<file path="config.mk">
export PLATFORM = sky130hd
export DESIGN_NAME = countdown_display_ctrl
export DESIGN_NICKNAME = d
export VERILOG_FILES = /design/src/rtl/countdown_display_ctrl.sv
export SDC_FILE = /design/constraint.sdc
export NUM_CORES = 1
export LEC_CHECK = 0
export CAP_MARGIN = 20
export CORE_AREA = 2 2 110 112
export CTS_BUF_LIST = sky130_fd_sc_hd__clkbuf_16
export DETAILED_ROUTE_END_ITERATION = 7
export DIE_AREA = 0 0 112 114
export HOLD_SLACK_MARGIN = 0.05
export PLACE_DENSITY_LB_ADDON = 0.1
export REMOVE_ABC_BUFFERS = 1
export SKIP_LAST_GASP = 1
export SLEW_MARGIN = 20
export SYNTH_ARGS = -nofsm -noshare
export SYNTH_HDL_FRONTEND = slang
export SYNTH_SLANG_ARGS = --single-unit
</file>
<file path="constraint.sdc">
create_clock -name clk -period 3.35 [get_ports clk]
set_input_delay 1.005 -clock clk [delete_from_list [all_inputs] [get_ports clk]]
set_output_delay 1.005 -clock clk [all_outputs]
set_load 0.1 [all_outputs]
</file>
<file path="src/rtl/countdown_display_ctrl.sv">
// countdown_display_ctrl: BCD countdown timer driving one active-low 7-segment
// display per digit, with defuse/clear, an internal half-second time base and a
// blinking dash pattern on expiry.
// Optional feature: define COUNTDOWN_PAUSE_EN to get the pause port and the
// PAUSED state. Without it the state encoding is the same, but PAUSED is never
// entered.

// Segment decoder for one digit. It shows dash/blank while in BOOM and the
// decimal value otherwise. The decimal point is always off.
module countdown_seg_dec (
  input  logic [3:0] bcd,
  input  logic       boom,
  input  logic       blank,
  output logic [7:0] seg
);
  // value -> active-low {dp,g,f,e,d,c,b,a}
  always_comb begin
    seg = 8'hFF;
    if (boom) begin
      seg = blank ? 8'hFF : 8'hBF;
    end else begin
      case (bcd)
        4'd0:    seg = 8'hC0;
        4'd1:    seg = 8'hF9;
        4'd2:    seg = 8'hA4;
        4'd3:    seg = 8'hB0;
        4'd4:    seg = 8'h99;
        4'd5:    seg = 8'h92;
        4'd6:    seg = 8'h82;
        4'd7:    seg = 8'hF8;
        4'd8:    seg = 8'h80;
        4'd9:    seg = 8'h90;
        default: seg = 8'hFF;
      endcase
    end
  end
endmodule

module countdown_display_ctrl #(
  parameter int DIGITS      = 4,
  parameter int HALF_PERIOD = 25_000_000
) (
  input  logic                  clk,
  input  logic                  async_nreset,
  input  logic                  start,
  input  logic                  defuse,
`ifdef COUNTDOWN_PAUSE_EN
  input  logic                  pause,
`endif
  input  logic                  clear,
  input  logic [4*DIGITS-1:0]   preset_bcd,
  output logic [8*DIGITS-1:0]   hex_out,
  output logic [2:0]            state,
  output logic                  exploded
);
  localparam int DW = (HALF_PERIOD > 1) ? $clog2(HALF_PERIOD) : 1;
  localparam logic [DW-1:0] DIV_LAST = DW'(HALF_PERIOD - 1);

  typedef enum logic [2:0] {
    S_IDLE    = 3'd0,
    S_RUN     = 3'd1,
    S_PAUSED  = 3'd2,
    S_DEFUSED = 3'd3,
    S_BOOM    = 3'd4
  } state_e;

  state_e                    state_q, state_d;
  logic [DIGITS-1:0][3:0]    digits_q, digits_d;
  logic [DW-1:0]             div_q, div_d;
  logic                      phase_q, phase_d;
  logic                      blink_q, blink_d;   // 1 = blank half of the BOOM blink

  logic                      pause_w;
  logic                      run_div, half_tick, sec_tick;
  logic [DIGITS-1:0][3:0]    preset_clamped, digits_dec;

`ifdef COUNTDOWN_PAUSE_EN
  assign pause_w = pause;
`else
  assign pause_w = 1'b0;
`endif

  assign run_div   = (state_q == S_RUN) || (state_q == S_BOOM);
  assign half_tick = run_div && (div_q == DIV_LAST);
  assign sec_tick  = half_tick && phase_q;

  // Clamp each preset digit to 9
  always_comb begin
    preset_clamped = '0;
    for (int i = 0; i < DIGITS; i++) begin
      preset_clamped[i] = (preset_bcd[4*i +: 4] > 4'd9) ? 4'd9 : preset_bcd[4*i +: 4];
    end
  end

  // BCD decrement by one, rippling the borrow up from digit 0
  always_comb begin
    logic borrow;
    digits_dec = digits_q;
    borrow     = 1'b1;
    for (int i = 0; i < DIGITS; i++) begin
      if (borrow) begin
        if (digits_q[i] == 4'd0) begin
          digits_dec[i] = 4'd9;
        end else begin
          digits_dec[i] = digits_q[i] - 4'd1;
          borrow        = 1'b0;
        end
      end
    end
  end

  // Next-state logic: time base, digit update and state transitions
  always_comb begin
    state_d  = state_q;
    digits_d = digits_q;
    div_d    = div_q;
    phase_d  = phase_q;
    blink_d  = blink_q;

    // The divider advances in every RUN/BOOM cycle. A pause or defuse on a tick
    // cycle still consumes that tick.
    if (run_div) begin
      if (half_tick) begin
        div_d   = '0;
        phase_d = ~phase_q;
      end else begin
        div_d = div_q + DW'(1);
      end
    end

    case (state_q)
      S_IDLE: begin
        if (start) begin
          digits_d = preset_clamped;
          div_d    = '0;
          phase_d  = 1'b0;
          state_d  = (preset_clamped == '0) ? S_BOOM : S_RUN;
        end
      end
      S_RUN: begin
        if (defuse) begin
          state_d = S_DEFUSED;
        end else if (pause_w) begin
          state_d = S_PAUSED;
        end else if (sec_tick) begin
          digits_d = digits_dec;
          if (digits_dec == '0) begin
            state_d = S_BOOM;
            div_d   = '0;
            phase_d = 1'b0;
          end
        end
      end
      S_PAUSED: begin
        if (defuse)       state_d = S_DEFUSED;
        else if (pause_w) state_d = S_RUN;
      end
      S_DEFUSED: begin
        if (clear) begin
          state_d  = S_IDLE;
          digits_d = '0;
        end
      end
      S_BOOM: begin
        if (half_tick) blink_d = ~blink_q;
        if (clear) begin
          state_d  = S_IDLE;
          digits_d = '0;
          blink_d  = 1'b0;
        end
      end
      default: state_d = S_IDLE;
    endcase
  end

  // State registers with asynchronous active-low reset
  always_ff @(posedge clk or negedge async_nreset) begin
    if (!async_nreset) begin
      state_q  <= S_IDLE;
      digits_q <= '0;
      div_q    <= '0;
      phase_q  <= 1'b0;
      blink_q  <= 1'b0;
    end else begin
      state_q  <= state_d;
      digits_q <= digits_d;
      div_q    <= div_d;
      phase_q  <= phase_d;
      blink_q  <= blink_d;
    end
  end

  assign state    = state_q;
  assign exploded = (state_q == S_BOOM);

  for (genvar g = 0; g < DIGITS; g++) begin : g_dig
    countdown_seg_dec u_dec (
      .bcd   (digits_q[g]),
      .boom  (exploded),
      .blank (blink_q),
      .seg   (hex_out[8*g +: 8])
    );
  end
endmodule

</file>
# After elaboration in Yosys (flattened, before gate mapping)
# Memory sizes are Yosys's and may differ from the RTL's.
# Cells that the tools add are included.
[word_totals]
regBits = 46
mem_bits_ro = 448
in_bits = 21
output_inout_bits = 36
wordCells = 101
memories = 4
[op_classes]
addsub = 5
n_lt_le_gt_ge = 4
eq_ne = 12
mux = 50
n_bitwise = 2
n_reduce_logical = 16
[memory_table]
columns = ["memory", "depth", "width", "rd", "rd_clocked_by_memory_dff", "write_ports", "line", "source"]
rows = [
  ["(no name shown)", 16, 7, 1, 0, 0, "22", "case (bcd)"],
  ["(no name shown)", 16, 7, 1, 0, 0, "22", ""],
  ["(no name shown)", 16, 7, 1, 0, 0, "22", ""],
  ["(no name shown)", 16, 7, 1, 0, 0, "22", ""],
]
[ops]
columns = ["op", "n"]
rows = [
  ["2-to-1 mux 25 bit", 6],
  ["2-to-1 mux 16 bit", 4],
  ["one-hot mux 25 bit (2 select lines)", 1],
  ["one-hot mux 16 bit (3 select lines)", 1],
  ["2-to-1 mux 4 bit", 11],
  ["logical NOT 16 bit", 2],
  ["2-to-1 mux 8 bit", 4],
  ["adder 25 x 1 -> 25 bit, second input constant", 1],
  ["equality test 25 bit, second input constant", 1],
  ["2-to-1 mux 3 bit", 7],
  ["greater-than comparator 4 bit, second input constant", 4],
  ["logical NOT 4 bit", 4],
  ["subtractor 4 x 1 -> 4 bit, second input constant", 4],
  ["2-to-1 mux 1 bit", 13],
  ["one-hot mux 3 bit (4 select lines)", 1],
  ["AND reduction 5 bit", 2],
  ["!= test 2 bit, second input constant", 4],
  ["2-to-1 mux 7 bit", 1],
  ["equality test 3 x 2 -> 1 bit, second input constant", 2],
  ["equality test 3 x 1 -> 1 bit, second input constant", 1],
  ["equality test 3 bit, second input constant", 1],
  ["logical NOT 3 bit", 1],
  ["!= test 3 x 2 -> 1 bit, second input constant", 1],
  ["!= test 3 bit, second input constant", 1],
  ["other kinds (9)", 11],
]

# Longest topological paths before layout
# Gate-level depths: netlist (run 1).
[logic_depth]
word_depth = 10
mapped_depth = 12
ltp_nobuf = 11

# Modules after synthesis
# A second synthesis (run 1) with hierarchy kept.
[hier_totals]
cells_unflattened = 466
hier_area_um2 = 4016.4
[by_module_without_submodules]
columns = ["module", "instances", "cells_per_inst", "area_each_um2", "seq_area_each_um2"]
rows = [
  ["countdown_display_ctrl", 1, 324, 2981.6, 1151.1],
  ["countdown_seg_dec (g_dig[2].u_dec ...)", 2, 34, 257.7, 0.0],
  ["countdown_seg_dec (g_dig[0].u_dec)", 1, 38, 261.5, 0.0],
  ["countdown_seg_dec (g_dig[1].u_dec)", 1, 36, 257.7, 0.0],
]

# Worst setup path before layout (run 1)
# Ideal clock, no wire load.
[synth_path]
path_kind = "register to output"
from = "register state_q[1] (netlist: state[1])"
to = "output hex_out[14]"
arrival_ns = 4.364
t_required_ns = 2.345
path_slack_ns = -2.019
stages_incl_launch_ff = 6
path_buffers = 2
path_cell_list = "dfrtp_1 > buf_2 > or3b_2 > buf_2 > inv_1 > o31ai_1"
[synth_via]
elab_chain_len = 2
[synth_lines]
columns = ["item", "line", "source"]
rows = [
  ["start, declared", "67", "state_e state_q, state_d;"],
  ["start signal, assigned", "185", "state_q <= state_d;"],
  ["equality test 3 bit", "194", "assign exploded = (state_q == S_BOOM);"],
  ["via exploded", "54", "output logic exploded"],
  ["2-to-1 mux 8 bit", "19", "if (boom) begin"],
  ["end, declared", "52", "output logic [8*DIGITS-1:0] hex_out,"],
]
# The timed path passes the listed nets, and every way through them passes these cells.

# Worst setup path in the final report (run 1)
[layout_path]
from = "register state_q[0] (netlist: state[0])"
to = "output hex_out[30]"
[layout_via]
elab_chain_len = 2
[layout_lines]
columns = ["item", "line"]
rows = [
  ["equality test 3 bit", "194"],
  ["2-to-1 mux 8 bit", "19"],
]
# No other way between the ends.

==> out/summary.md, run 1 <==
The run finished with clean final reports. The smallest clock period supported by the final layout is computed as 3030 ps. After clock tree synthesis, the setup repair step added 0 buffers. The final worst-path cycle share was 0.904.

Traced cell by cell, the critical path runs through or3b_2 -> inv_1 -> nand2_1 -> o31ai_1 -> buf_4 -> buf_12. The worst setup path is captured at an output pin. The starting density of the core came out at 0.336.

The longest individual stage delay on the worst path is 500 ps. The core region is 11,700 sq um. Across the run, the number of max-cap violations was 0. Data arrives at the worst endpoint at 2020 ps. The full die area is 12,800 sq um, and the cts-stage hold buffer count is 0.

Buffers inserted during clock tree synthesis total 5. The finished layout holds 678 standard cells, fillers aside. The first detailed-routing pass took 4 iterations.

The later pin in the worst-skew pair is clocked with a latency of 280 ps. The clock passes through at most 2 buffers. During I/O placement, the number of pins put on the boundary was 57. Synthesis inferred 46 register bits. The worst setup path is launched from a register. The critical register-to-register path startpoint is state[0]$_DFFE_PN0P_.

The floorplan step set the die width to 112 microns. Clock-pin slew was measured on the worst setup and hold paths at 70 ps. Peak-usage layer in the global routing report: met2. The total global routing track utilization was 0.178; the worst setup margin was 321 ps. The count of yosys warnings during synthesis was 0. The number of buffer and inverter instances along the worst setup path is 3, and the count of flip-flops with a built-in enable after synthesis is 0. The average instance in the mapped netlist occupies 8.17 sq um. By startpoint and endpoint, the worst setup path is classified as register to output pin. The run gives 5.77 ps as the clock skew.

For the total of endpoints with negative setup slack in the final report, the log shows 0. The transition time of the tightest slew-check pin works out to 821 ps. The fraction of met2 tracks used by global routing was 0.303. The logs give 0 for the number of failing hold endpoints at the final stage and 46 for the number of sinks driven by the clock tree. The run gives 40 as the placement row count. Setup repair after global routing left no endpoint under its margin.

Number of global-route vias before repair: 3,719. Fraction of synthesis flops using an asynchronous set or reset pin: 1.00. TritonCTS built the clock tree. For this run, the leading register cell type out of synthesis is sky130_fd_sc_hd__dfrtp_1.

The number of max-slew violations in the final report was 0; the share of cells above drive strength 1 was 0.185. The required time of the critical path was 2340 ps; the number of diodes added for antenna fixing was 0. In this run the worst hold path is classified as register to register.

The signed area change from the synthesized netlist to the final layout was 29.3%; the number of antenna-violating nets in the routed design was 0. The worst max-slew margin expressed relative to the limit came out at 0.449. The critical-path cell with the highest stage delay is sky130_fd_sc_hd__or3b_2. The fraction of the core area covered by cells at the end of the flow came out at 0.435. The initial antenna violation count was 0; the fraction of post-synthesis cell area in the top cell type by area was 0.292. The run gives 2 as the number of levels in the clock H-tree. The total vias in the final route came out at 3,680. The y dimension of the die works out to 114 microns. The kind of cell adding the most delay to the critical path was simple AND/OR/NAND/NOR gates.

After detailed routing, the average wire length per cell comes to 16.4 microns. The wire length of the first global-routing pass is 18.9 mm, and the number of placed instances, taps included is 670. For this run the aggregate overflow at the end of global routing stands at 0. Based on the critical path, the design can be clocked at up to 330 MHz. The post-cts repair resize count was 0; the routability-driven placement congestion ratio was 0.854. Of all nets on the critical path, the largest fanout is 8. During placement, the flow inserted port buffers numbering 52. On the final layout, the worst hold slack is 547 ps. For this run, design rule violations remaining after detail routing come to 0. For the initial DRC count, the log shows 203.

The pin count of the biggest net entering global routing was 34. The total wirelength of the detailed-routed design is 11.1 mm. The synthesized netlist occupies a cell area of 3940 sq um.

The critical path starts at state[0]$_DFFE_PN0P_. sky130_fd_sc_hd__dfrtp_1 takes more of the synthesized area than any other cell. In the post-synthesis netlist, the biggest area contributors are sky130_fd_sc_hd__dfrtp_1 (29%), sky130_fd_sc_hd__ha_1 (7.0%), sky130_fd_sc_hd__a21oi_1 (5.6%). For the setup slack after placement, the log shows 379 ps. The HPWL after detailed placement is 8.27 mm. The cell count after synthesis is 482. The distinct cell type count of the synthesized netlist came out at 59.

For the met3 global-route usage, the log shows 0.0255. In this run the most critical hold path is launched from blink_q$_DFFE_PN0P_. The global routing met1 resource utilization was 0.245; the routed via count divided by cell count was 5.43. Cell chosen for the clock root: sky130_fd_sc_hd__clkbuf_16. For this run, the post-layout net count is 573. The tools report the post-synthesis sequential area ratio as 0.292.
==> registers in the layout (all words and copies together), names as in the netlist <==
register	cells
blink_q	1
digits_q	16
div_q	25
phase_q	1
state	3
==> final timing paths <==
check	endpoint	slack [ps]	cells after the start
setup / recovery	hex_out[30]	320	6
hold / removal	blink_q$_DFFE_PN0P_	550	2
setup reg to reg	digits_q[2]$_DFFE_PN0P_	540	11
hold reg to reg	blink_q$_DFFE_PN0P_	550	2
max in group asynchronous	digits_q[14]$_DFFE_PN0P_	1980	2
min in group asynchronous	div_q[1]$_DFF_PN0_	610	1
==> synthesized netlist by cell type, types with 3 or more instances <==
cell,n
sky130_fd_sc_hd__a211oi_1,9
sky130_fd_sc_hd__buf_6,3
sky130_fd_sc_hd__o21ai_0,39
sky130_fd_sc_hd__a221oi_1,3
sky130_fd_sc_hd__xnor2_1,7
sky130_fd_sc_hd__a21oi_1,44
sky130_fd_sc_hd__mux2i_1,3
sky130_fd_sc_hd__nand3b_1,4
sky130_fd_sc_hd__o31ai_1,6
sky130_fd_sc_hd__and2_1,5
sky130_fd_sc_hd__or3_1,3
sky130_fd_sc_hd__nand2b_1,9
sky130_fd_sc_hd__nor3_2,21
sky130_fd_sc_hd__o31a_1,3
sky130_fd_sc_hd__nand3_1,15
sky130_fd_sc_hd__nor3_1,13
sky130_fd_sc_hd__a2bb2oi_1,5
sky130_fd_sc_hd__a31oi_1,4
sky130_fd_sc_hd__and3_1,7
sky130_fd_sc_hd__nor4_1,9
sky130_fd_sc_hd__o21bai_1,4
sky130_fd_sc_hd__dfrtp_1,46
sky130_fd_sc_hd__or2_2,3
sky130_fd_sc_hd__nand4_1,12
sky130_fd_sc_hd__buf_2,10
sky130_fd_sc_hd__clkbuf_1,15
sky130_fd_sc_hd__xor2_1,15
sky130_fd_sc_hd__nor2_1,31
sky130_fd_sc_hd__inv_1,27
sky130_fd_sc_hd__nand2_1,38
sky130_fd_sc_hd__o211ai_1,6
sky130_fd_sc_hd__nor3b_2,3
sky130_fd_sc_hd__buf_4,4
sky130_fd_sc_hd__ha_1,22
==> routing by layer <==
layer  routed length (microns)  share of wire
met5                         0              0
met4                       109         0.0098
met3                       392          0.035
met2                      5430           0.49
met1                      5210           0.47
==> worst reg2reg max path, delay by kind of cell (launching register included) <==
family	cells	cell delay [ps]
AO/OA/AOI/OAI	4	730
XOR/XNOR	1	260
adder cells (fa/ha/maj)	1	200
buffers and inverters	2	280
flip-flops	1	470
AND/OR/NAND/NOR	3	750
==> layout by cell type (no fill, tap or decap), types with 3 or more instances in the layout <==
cell                              count
sky130_fd_sc_hd__nand4_1             12
sky130_fd_sc_hd__o211ai_1             6
sky130_fd_sc_hd__xor2_1              15
sky130_fd_sc_hd__nand2b_1             9
sky130_fd_sc_hd__conb_1               4
sky130_fd_sc_hd__a31oi_1              4
sky130_fd_sc_hd__nor3_2              22
sky130_fd_sc_hd__and3_1               7
sky130_fd_sc_hd__inv_1               27
sky130_fd_sc_hd__a21oi_1             44
sky130_fd_sc_hd__and2_1               5
sky130_fd_sc_hd__o21bai_1             4
sky130_fd_sc_hd__o21ai_0             39
sky130_fd_sc_hd__nand3_1             15
sky130_fd_sc_hd__clkbuf_16            5
sky130_fd_sc_hd__a211oi_1             9
sky130_fd_sc_hd__dfrtp_1             46
sky130_fd_sc_hd__nor4_1               9
sky130_fd_sc_hd__clkdlybuf4s50_1     19
sky130_fd_sc_hd__xnor2_1              7
sky130_fd_sc_hd__buf_4               19
sky130_fd_sc_hd__nand2_1             38
sky130_fd_sc_hd__nor2_1              31
sky130_fd_sc_hd__a221oi_1             3
sky130_fd_sc_hd__nor3b_2              3
sky130_fd_sc_hd__mux2i_1              3
sky130_fd_sc_hd__nand3b_1             4
sky130_fd_sc_hd__ha_1                22
sky130_fd_sc_hd__o31a_1               3
sky130_fd_sc_hd__o31ai_1              5
sky130_fd_sc_hd__or2_2                3
sky130_fd_sc_hd__a2bb2oi_1            5
sky130_fd_sc_hd__nor3_1              12
sky130_fd_sc_hd__or3_1                3
sky130_fd_sc_hd__buf_12              31
==> through the flow <==
step	cell area [sq um]	setup TNS, ps
detailed placement	4940	0
finish	5090	0
floorplan	3780	-61170
CTS	5090	0
global placement	4940	0
global route	5090	0
==> final cells by class <==
| cell class | instances | area (sq um) |
|---|---|---|
| Multi-Input combinational cell | 380 | 2550 |
| Timing Repair Buffer | 70 | 958 |
| Clock buffer | 5 | 125 |
| Tap cell | 147 | 184 |
| Fill cell | 1185 | 6620 |
| Sequential cell | 46 | 1150 |
| Inverter | 27 | 101 |
| Clock inverter | 3 | 25.0 |
==> kinds of logic after synthesis <==
logic type,synth area share
muxes,0.00762
xor gates and xnor gates,0.0489
buffers and inverters,0.0689
adders and majority gates,0.0699
other,0.000952
DFF,0.292
and+or+nand+nor,0.295
AOI/OAI and AO/OA,0.216
Power of run 1 is left out: the tool's default activity adds up to more than one toggle a clock period on the data nets, which glitch-free logic cannot reach.
==> run 2, diff against run 1 <==
--- a/config.mk
+++ b/config.mk
@@ -6,10 +6,10 @@
 export NUM_CORES = 1
 export LEC_CHECK = 0
 export CAP_MARGIN = 20
-export CORE_AREA = 2 2 110 112
+export CORE_AREA = 2 2 111 113
 export CTS_BUF_LIST = sky130_fd_sc_hd__clkbuf_16
 export DETAILED_ROUTE_END_ITERATION = 7
-export DIE_AREA = 0 0 112 114
+export DIE_AREA = 0 0 113 115
 export HOLD_SLACK_MARGIN = 0.05
 export PLACE_DENSITY_LB_ADDON = 0.1
 export REMOVE_ABC_BUFFERS = 1
@@ -17,4 +17,5 @@
 export SLEW_MARGIN = 20
 export SYNTH_ARGS = -nofsm -noshare
 export SYNTH_HDL_FRONTEND = slang
+export SYNTH_HIERARCHICAL = 1
 export SYNTH_SLANG_ARGS = --single-unit
==> run 2 against run 1 <==
Net effect: the flow now finishes with violations (design-rule violations); final area is essentially flat; synthesized cell count shrank 3.3%; die area grew 1.8%; critical path type unchanged; worst setup slack lost 94 ps; first-iteration DRC count grew 6.4%; register-to-register slack lost 50 ps; highest routed layer unchanged; count of clock-buffer cells in the layout is the same; clock skew is essentially flat; non-clock buffer count shrank 6.
==> out/summary.md, run 2 <==
The flow ran to the end, but the final reports show violations. The final reports fail on design-rule violations. Setup repair after global routing left no endpoint under its margin. For the routability-driven placement congestion ratio, the log shows 0.773. In this run, synthesis inferred 0 flip-flops with an integrated enable. After detailed routing, the total wire length is 10.3 mm.

The clock latency on the worst-skew pair is 280 ps, and the placed cell area is 4920 sq um. The signed area change from the synthesized netlist to the final layout is 26.7%. Leaving out fill and tap cells, the most frequent cells in the layout are sky130_fd_sc_hd__dfrtp_1 (46), sky130_fd_sc_hd__nor2_1 (39), sky130_fd_sc_hd__a21oi_1 (37).

The fraction of post-synthesis cell area in the top cell type by area was 0.287; the initial DRC count was 216. Along the worst path, the maximum fanout reaches 33. For the total vias in the final route, the log shows 3,533. The die covers 13,000 sq um. Hold timing on the final database bottoms out at a slack of 550 ps.

In this run the clock root is driven by a sky130_fd_sc_hd__clkbuf_16. The starting density of the core was 0.340. The logs give 2120 ps for the data arrival time of the worst path and 0.482 for the worst max-slew margin expressed relative to the limit.

The cell type with the highest aggregate area in the netlist is sky130_fd_sc_hd__dfrtp_1. The register name with the most flops was div_q. The fraction of synthesis flops using an asynchronous set or reset pin was 1.00; the number of buffers added by the clock tree synthesis step was 5.

The capturing element type of the critical path is an output pin. The most common cell in the synthesized netlist is sky130_fd_sc_hd__dfrtp_1. The floorplan has 40 rows.

The critical path startpoint category is a register. The library cell used most frequently in the layout, excluding fill and tap cells, is sky130_fd_sc_hd__dfrtp_1. The number of sinks driven by the clock tree is 46. The run gives 0.161 as the total global routing track utilization. For the clock skew, the log shows 5.28 ps.

In the routed layout, each cell is associated on average with a via count of 5.39. Across all register-to-register paths, the minimum setup slack is 490 ps. The distinct cell type count of the synthesized netlist is 68, and the pin count of the biggest net entering global routing is 34. Dividing the synthesized area by the synthesized cell count gives 8.62 sq um. The I/O pin count was 57; the number of diodes added for antenna fixing was 0. The flip-flop count of the largest register after layout works out to 25. The clock period could shrink to 3120 ps. The count of nets left with antenna violations once routing finished came out at 0. The most used flip-flop cell after synthesis is sky130_fd_sc_hd__dfrtp_1. The total area of multi-input combinational cells is 2590 sq um. In this run the standard cell core region covers 11,800 sq um. No sink is reached through more buffers than the 2 on the longest clock path. Across the run, the number of max-cap violations was 0.

From left edge to right edge, the die measures 113 microns. During synthesis, Yosys emitted a total of 6 warnings. The final worst-path cycle share came out at 0.932.

The number of global-route vias before repair was 3,448. The run gives 0 as the initial antenna violation count. Setup violations remaining at the end of the flow were counted as 0. Yosys attributes the largest share of cell area to sky130_fd_sc_hd__dfrtp_1 (29%), sky130_fd_sc_hd__ha_1 (6.9%), sky130_fd_sc_hd__xor2_1 (5.0%). The run gives 1,144 as the number of filler instances in the final layout.

The y dimension of the die is 115 microns, and the number of levels in the clock H-tree is 2. The cts-stage hold buffer count is 0, and the wire length of the first global-routing pass is 17.4 mm. The required time of the critical path was 2340 ps. The kind of critical path was register to output pin.

Post-CTS repair changed the size of 0 cells. After legalization and detailed placement, the total HPWL measured 7.33 mm. Share of cells above drive strength 1: 0.193. Cell count after synthesis: 466. Counting flops and latches in the post-synthesis netlist gives 46. The final instance area is 5090 sq um, and the fraction of the core area covered by cells at the end of the flow is 0.431. The post-synthesis sequential area ratio is 0.287. For this run, the detailed router's first-pass iteration total came to 6. The logs give 0 for the number of failing hold endpoints at the final stage and 0 for the number of setup buffers added after CTS. TritonCTS built the clock tree. Ranked by instance count, the synthesized netlist is headed by sky130_fd_sc_hd__dfrtp_1 (46), sky130_fd_sc_hd__nor2_1 (39), sky130_fd_sc_hd__a21oi_1 (38), sky130_fd_sc_hd__o21ai_0 (25), sky130_fd_sc_hd__inv_1 (24).

The worst hold path belongs to the class register to register. After clock tree synthesis, the clock-pin slew on the worst setup and hold paths is 70 ps. The tools report the mapped cell area as 4020 sq um.

The maximum frequency from static timing analysis was 320 MHz; the routed wire length per instance was 15.7 microns. Buffers placed on the I/O ports in this run total 52. The transition time of the tightest slew-check pin came out at 771 ps.

The number of max-slew violations in the final report is 0, and the DRC violation count after routing is 4. In the final layout, flip-flops and latches occupy 1150 sq um. Summed over all layers, the global routing overflow is 0.

After the last flow step, the layout net total stands at 551.
[run 2: cell count changes after synthesis, sizes merged, moves of 5 or more]
cell and delta:
and4 +5, clkbuf -7, nor3 -5, o21ai +5, nor2 +12, xor2 +8
a211oi -8, o211ai -5, a21oi -6, nand2 -22
[run 2: cell families (layout without fill, tap and decap cells)]
kind of cell | count (synthesis) | in the layout | share of synthesized area
AOI/OAI and AO/OA | 126 | 126 | 0.197
other | 4 | 4 | 0.00374
xor gates and xnor gates | 29 | 29 | 0.0670
muxes | 7 | 7 | 0.0196
adders and majority gates | 22 | 22 | 0.0685
DFF | 46 | 46 | 0.287
buffers and inverters | 54 | 97 | 0.0695
and+or+nand+nor | 178 | 178 | 0.288
[run 2: routing by layer]
metal | wire (microns) | up-vias | GRT usage | part of all wire
met2 | 4970 | 85 | 0.260 | 0.48
met3 | 405 | 10 | 0.0264 | 0.039
met5 | 0 | - | 0 | 0
li1 | - | 1758 | - | -
met4 | 115 | 0 | 0.0382 | 0.011
met1 | 4810 | 1680 | 0.227 | 0.47
[run 2: critical path: stages (launching register included)]
cell	delay, ps
sky130_fd_sc_hd__dfrtp_1	420
sky130_fd_sc_hd__or3b_1	430
sky130_fd_sc_hd__inv_1	120
sky130_fd_sc_hd__buf_12	210
sky130_fd_sc_hd__nor2_2	90
sky130_fd_sc_hd__a221oi_2	330
sky130_fd_sc_hd__buf_12	220
[run 2: layout make-up]
| cell class | count | share of cell area |
|---|---|---|
| clock buffer | 5 | 0.0246 |
| clock inverter | 3 | 0.00861 |
| inverter | 25 | 0.0184 |
| multi-input combinational | 366 | 0.509 |
| sequential | 46 | 0.226 |
| tap | 147 | 0.0361 |
| timing repair buffer | 64 | 0.177 |
[run 2: final timing paths]
kind,depth (start not counted),from,endpoint
max,6,state[0]$_DFFE_PN0P_,hex_out[30]
min,2,phase_q$_DFF_PN0_,phase_q$_DFF_PN0_
max reg2reg,10,div_q[9]$_DFF_PN0_,div_q[14]$_DFF_PN0_
min reg2reg,2,phase_q$_DFF_PN0_,phase_q$_DFF_PN0_
max in group asynchronous,2,async_nreset,state[2]$_DFFE_PN0P_
min in group asynchronous,1,async_nreset,div_q[16]$_DFF_PN0_
[run 2: per-stage QoR]
step	setup TNS, ps	instances	setup WS, ps
after floorplan	-93500	437	-2110
after global placement	0	648	375
after detailed placement	0	648	277
after CTS	0	656	204
after global routing	0	656	120
final	0	656	226
Power of run 2 is left out for the same reason.
